$ cat config.mk
export PLATFORM = sky130hd
export DESIGN_NAME = park_sensor_gen
export DESIGN_NICKNAME = d
export VERILOG_FILES = /design/src/rtl/park_pkg.sv /design/src/rtl/park_sensor_gen_phase_timer.sv /design/src/rtl/park_sensor_gen.sv
export SDC_FILE = /design/constraint.sdc
export NUM_CORES = 1
export LEC_CHECK = 0
export CORE_AREA = 3 3 54 68
export CTS_CLUSTER_SIZE = 8
export DETAILED_ROUTE_END_ITERATION = 10
export DIE_AREA = 0 0 57 71
export PLACE_DENSITY = 0.77
export SLEW_MARGIN = 20
export SYNTH_ARGS = -nofsm -noshare
export SYNTH_HDL_FRONTEND = slang
export SYNTH_SLANG_ARGS = --single-unit
$ cat constraint.sdc
create_clock -name Clk -period 2.3 [get_ports Clk]
set_input_delay 0.345 -clock Clk [delete_from_list [all_inputs] [get_ports Clk]]
set_output_delay 0.345 -clock Clk [all_outputs]
set_load 0.005 [all_outputs]
$ cat src/rtl/park_pkg.sv
// Shared types and sensor-code tables for the parking-lot beam-sensor emulator.
package park_pkg;

    typedef enum logic [2:0] {
        IDLE  = 3'd0,
        PH1   = 3'd1,
        PH2   = 3'd2,
        PH3   = 3'd3,
        QUIET = 3'd4
    } state_t;

    // {Pin, Pout} codes; 1 = beam broken
    localparam logic [1:0] SENS_IDLE = 2'b00;
    localparam logic [1:0] SENS_IN   = 2'b10;
    localparam logic [1:0] SENS_BOTH = 2'b11;
    localparam logic [1:0] SENS_OUT  = 2'b01;

    // Indexed by state_t; element 0 is IDLE, element 4 is QUIET.
    localparam logic [4:0][1:0] ENTER_CODE = {SENS_IDLE, SENS_OUT, SENS_BOTH, SENS_IN, SENS_IDLE};
    localparam logic [4:0][1:0] EXIT_CODE  = {SENS_IDLE, SENS_IN, SENS_BOTH, SENS_OUT, SENS_IDLE};

    function automatic logic [1:0] phase_code(input state_t s, input logic dir);
        return dir ? ENTER_CODE[s] : EXIT_CODE[s];
    endfunction

    function automatic state_t next_phase(input state_t s);
        state_t n;
        case (s)
            PH1:     n = PH2;
            PH2:     n = PH3;
            PH3:     n = QUIET;
            default: n = IDLE;
        endcase
        return n;
    endfunction

endpackage

$ cat src/rtl/park_sensor_gen_phase_timer.sv
// Phase hold timer: counts 0..HOLD_CYCLES-1 while enabled, wraps on terminal count.
module phase_timer #(
    parameter  int HOLD_CYCLES = 2000000,
    localparam int TW          = $clog2(HOLD_CYCLES)
) (
    input  logic Clk,
    input  logic Reset,
    input  logic clr,
    input  logic en,
    output logic tc,
    output logic near_tc
);

    localparam logic [TW-1:0] LAST = TW'(HOLD_CYCLES - 1);
    localparam logic [TW-1:0] NEAR = TW'(HOLD_CYCLES - 2);

    logic [TW-1:0] count;

    assign tc      = en && (count == LAST);
    // One cycle ahead of tc, so a registered pulse can land on the terminal cycle.
    assign near_tc = en && (count == NEAR);

    // NOTE: sequential state uses non-blocking assignments so every flop samples pre-edge values.
    always_ff @(posedge Clk or negedge Reset) begin
        if (!Reset) begin
            count <= '0;
        end else if (clr) begin
            count <= '0;
        end else if (en) begin
            count <= tc ? '0 : count + 1'b1;
        end
    end

endmodule

$ cat src/rtl/park_sensor_gen.sv
// Emulates car entry/exit by driving the Pin/Pout beam-sensor sequence, gated by the live car count.
module park_sensor_gen
    import park_pkg::*;
#(
    parameter int HOLD_CYCLES = 2000000,
    parameter int MAX_CARS    = 15
) (
    input  logic       Clk,
    input  logic       Reset,
    input  logic       CmdValid,
    input  logic       CmdDir,
    output logic       CmdReady,
    input  logic [3:0] CarCount,
    output logic       Pin,
    output logic       Pout,
    output logic       Busy,
    output logic       SeqDone,
    output logic       Reject
);

    localparam int         TW       = $clog2(HOLD_CYCLES);
    localparam logic [3:0] LOT_FULL = 4'(MAX_CARS);

    state_t state;
    logic   dir;
    logic   tc;
    logic   near_tc;
    logic   refuse;

    assign CmdReady = (state == IDLE);
    assign Busy     = (state != IDLE);
    assign refuse   = CmdDir ? (CarCount == LOT_FULL) : (CarCount == 4'd0);

    // Held clear while idle, so every sequence starts PH1 at count zero.
    phase_timer #(.HOLD_CYCLES(HOLD_CYCLES)) u_timer (
        .Clk     (Clk),
        .Reset   (Reset),
        .clr     (state == IDLE),
        .en      (state != IDLE),
        .tc      (tc),
        .near_tc (near_tc)
    );

    always_ff @(posedge Clk or negedge Reset) begin
        if (!Reset) begin
            state       <= IDLE;
            dir         <= 1'b0;
            {Pin, Pout} <= SENS_IDLE;
            SeqDone     <= 1'b0;
            Reject      <= 1'b0;
        end else begin
            SeqDone <= 1'b0;
            Reject  <= 1'b0;
            case (state)
                IDLE: begin
                    if (CmdValid) begin
                        if (refuse) begin
                            Reject <= 1'b1;
                        end else begin
                            dir         <= CmdDir;
                            state       <= PH1;
                            {Pin, Pout} <= phase_code(PH1, CmdDir);
                        end
                    end
                end
                QUIET: begin
                    if (near_tc) SeqDone <= 1'b1;
                    if (tc) begin
                        state       <= IDLE;
                        {Pin, Pout} <= SENS_IDLE;
                    end
                end
                default: begin
                    if (tc) begin
                        state       <= next_phase(state);
                        {Pin, Pout} <= phase_code(next_phase(state), dir);
                    end
                end
            endcase
        end
    end

    // TW is part of the block's parameter set; the timer derives the same width internally.
    if (TW < 1) begin : g_bad_hold
        $error("HOLD_CYCLES must be >= 2");
    end

endmodule

==> flow_metrics.py <==
metrics = {
    "run_status": {
        "status": "finished clean",
    },
    "grt": {
        "antenna_found_initial": 0,
        "grt_max_degree": 30,
        "grt-ovfl-total": 0,
        "grt_usage_pct": 17.8,
        "grt_pass1_vias": 1237,
        "grt_first_pass_wirelength_um": 5580,
    },
    "floorplan": {
        "fp.dieArea_mm2": 0.00405,
        "design.portCount": 14,
        "fp.dieW_um": 57,
        "fp.coreArea_mm2": 0.00317,
        "rows": 23,
        "start_util_pct": 47.5,
        "die_h_um": 71,
    },
    "critical_path": {
        "path_buf_inv": 0,
        "cp-end-kind": "flop",
        "slowest_delay_ns": 0.59,
        "cp-start-kind": "flop",
        "crit_type": "flop to flop",
        "critPathTopFamily": "simple AND/OR/NAND/NOR gates",
        "cp_slowest_cell": "or4_4",
        "crit_arrival_ns": 2.37,
        "crit_chain": "or4b_1, or4_4, o32ai_4, mux2_1",
        "worstPathMaxFanout": 4,
        "required_ns": 2.46,
    },
    "run": {
        "drv_cap": 0,
    },
    "sta": {
        "maxSlewViolCount": 0,
        "timing.fmax_mhz": 451,
        "fin_crit_sh_pct": 96.4,
        "fin_crit_ns": 2.22,
        "skew_ns": 0.00476,
        "hold_ws_ns": 0.451,
        "relSlewSlack_pct": 66.2,
        "hold_viol_final": 0,
        "finalSetupViolations": 0,
        "rsz0062_at_grt": "false",
        "worstMarginPinSlew_ns": 0.503,
        "setup_tns_ns": 0,
    },
    "drt": {
        "dr.pass1.iters": 4,
        "wl_per_cell_um": 14.9,
        "drt-initial-drc-count": 46,
        "wl_um": 3240,
        "antenna_left": 0,
        "routed_via_density": 5.82,
        "drc": 0,
        "vias": 1268,
    },
    "synth": {
        "ys_warn_count": 0,
        "avgSynthCellArea_um2": 9.70,
        "yosysSeqAreaShare_pct": 48.3,
        "synth.top_cell.area_share_pct": 48.3,
        "synth_top_area_cell": "dfrtp_1",
        "synth_area_leaders": "dfrtp_1 48%, nor2_1 4.5%, or4_1 3.5%",
        "synth_nets": 165,
        "ys_types": 33,
        "syn_area_mm2": 0.00150,
        "ys_ff_latch": 29,
        "syn_inst": 155,
    },
    "layout": {
        "layout_common_cells": "29 x dfrtp_1, 18 x nor2_1, 14 x buf_4",
        "final_area_mm2": 0.00184,
        "diodes": 0,
        "area_delta_synth_final_pct": 22.5,
        "layout-drive-gt1-share_pct": 13.3,
        "layout_commonest_cell": "dfrtp_1",
        "nets": 191,
        "finish.utilization_pct": 58.2,
    },
    "cts": {
        "cts.sinks": 29,
        "cts_tree": "built",
        "clk_pin_slew_worst_paths_ns": 0.06,
        "cts-root-buf": "clkbuf_8",
        "htree_num_levels": 2,
        "cts_setup_buffers": 0,
        "clkLatencyLatePin_ns": 0.28,
        "clockBufferDepth": 2,
        "cts_made_buffers": 5,
    },
    "placement": {
        "port_buffers": 13,
        "hpwl_um": 2360,
        "placed_area_mm2": 0.00175,
        "place_congestion": 0.840,
    },
    "power_and_ir_drop": {
        "p_switching_mw": 0.439,
        "p_comb_share_pct": 23.1,
        "switching_share_pct": 30.9,
        "peakVddDrop_mv": 0.532,
        "power.density_mw_per_mm2": 771,
        "sequentialPowerShare_pct": 47.0,
        "power.share.clock_pct": 29.9,
        "leakage_nw": 0.741,
        "p_int_mw": 0.981,
        "finalPower_mw": 1.42,
    },
    "min_path": {
        "worstHoldPathType": "input pin to async pin",
    },
}
-- worst register-to-register path: stages (launching register included) --
cell	delay, ns
dfrtp_1	0.38
or4b_1	0.52
or4_4	0.59
o32ai_4	0.25
mux2_1	0.36
-- metal layers --
| metal | part of all wire (%) | vias to the layer above | track usage (%) |
|---|---|---|---|
| met4 | 3.3 | 0 | 10.1 |
| li1 | - | 607 | - |
| met3 | 4.8 | 11 | 5.11 |
| met2 | 50 | 29 | 30.4 |
| met1 | 42 | 621 | 19.6 |
| met5 | 0 | - | 0 |
-- Yosys cell counts --
cell       n
nand2_1   10
a221oi_1   1
nor3_1     6
o32ai_4    1
xor2_1     5
nor4_1     2
a21oi_1    8
nor2_1    18
ha_1       2
a22o_1     2
or4_1      7
xnor2_1    6
clkbuf_1   5
nand4_2    1
nand4_1    5
inv_1      5
or3b_1     1
o21ai_1    1
nand3_1    9
and4_1     1
mux2i_1    1
dfrtp_1   29
or2_4      1
or3_1      4
buf_2      3
mux2_1     3
and3_1     1
o21ai_0    5
or4b_1     2
nand2b_1   2
nor2b_1    1
o22ai_1    1
o31ai_1    6
-- cells by family after synthesis --
logic type	Yosys count	synth area share, %
simple gates	71	25.6
flops	29	48.3
compound gates	25	11.6
buf+inv	13	3.49
xor+xnor	11	6.41
mux	4	2.91
fa+ha+maj	2	1.66
-- registers in the layout (all words and copies together) (netlist names) --
register,cells
dir,1
Pout,1
Reject,1
Pin,1
state,3
SeqDone,1
u_timer.count,21
-- power by group through the flow --
| stage | Sequential [mW] | Combinational [mW] | Clock, mW |
|---|---|---|---|
| finish | 0.667 | 0.328 | 0.425 |
| detailed placement | 0.673 | 0.333 | 0 |
| floorplan | 0.652 | 0.183 | 0 |
| global route | 0.678 | 0.369 | 0.449 |
| global placement | 0.665 | 0.315 | 0 |
| CTS | 0.666 | 0.332 | 0.433 |
-- repair_timing --
item,in CTS,in global routing
hold buffers,0,0
endpoints found under the setup margin,0,2
resized for setup,0,1
-- worst paths after layout --
kind                                   startpoint           endpoint  slack (ns)  depth (start not counted)
worst max-delay path            u_timer.count[11]               Pout        0.08                          4
min in group Clk                             Pout               Pout        0.52                          1
max in group asynchronous                   Reset  u_timer.count[17]        1.58                          2
worst max register to register  u_timer.count[11]               Pout        0.08                          4
worst min register to register               Pout               Pout        0.52                          1
worst min-delay path                        Reset   u_timer.count[5]        0.45                          2
-- area by class of cell --
cell class / instances / area, um2
clock buffers: 7 / 86.3
fillers: 272 / 1320
inverters: 5 / 18.8
multi-input cells: 113 / 729
flip-flops and latches: 29 / 726
well taps: 37 / 46.3
repair buffers: 27 / 235
-- per-stage QoR --
stage / instances / worst slack (ns)
6_report: 218 / 0.0818
5_1_grt: 218 / 0.0301
4_1_cts: 218 / 0.00999
3_5_place_dp: 211 / 0.0184
3_3_place_gp: 211 / 0.0900
2_1_floorplan: 155 / 0.0680
Power figures use the tool's default switching activity.
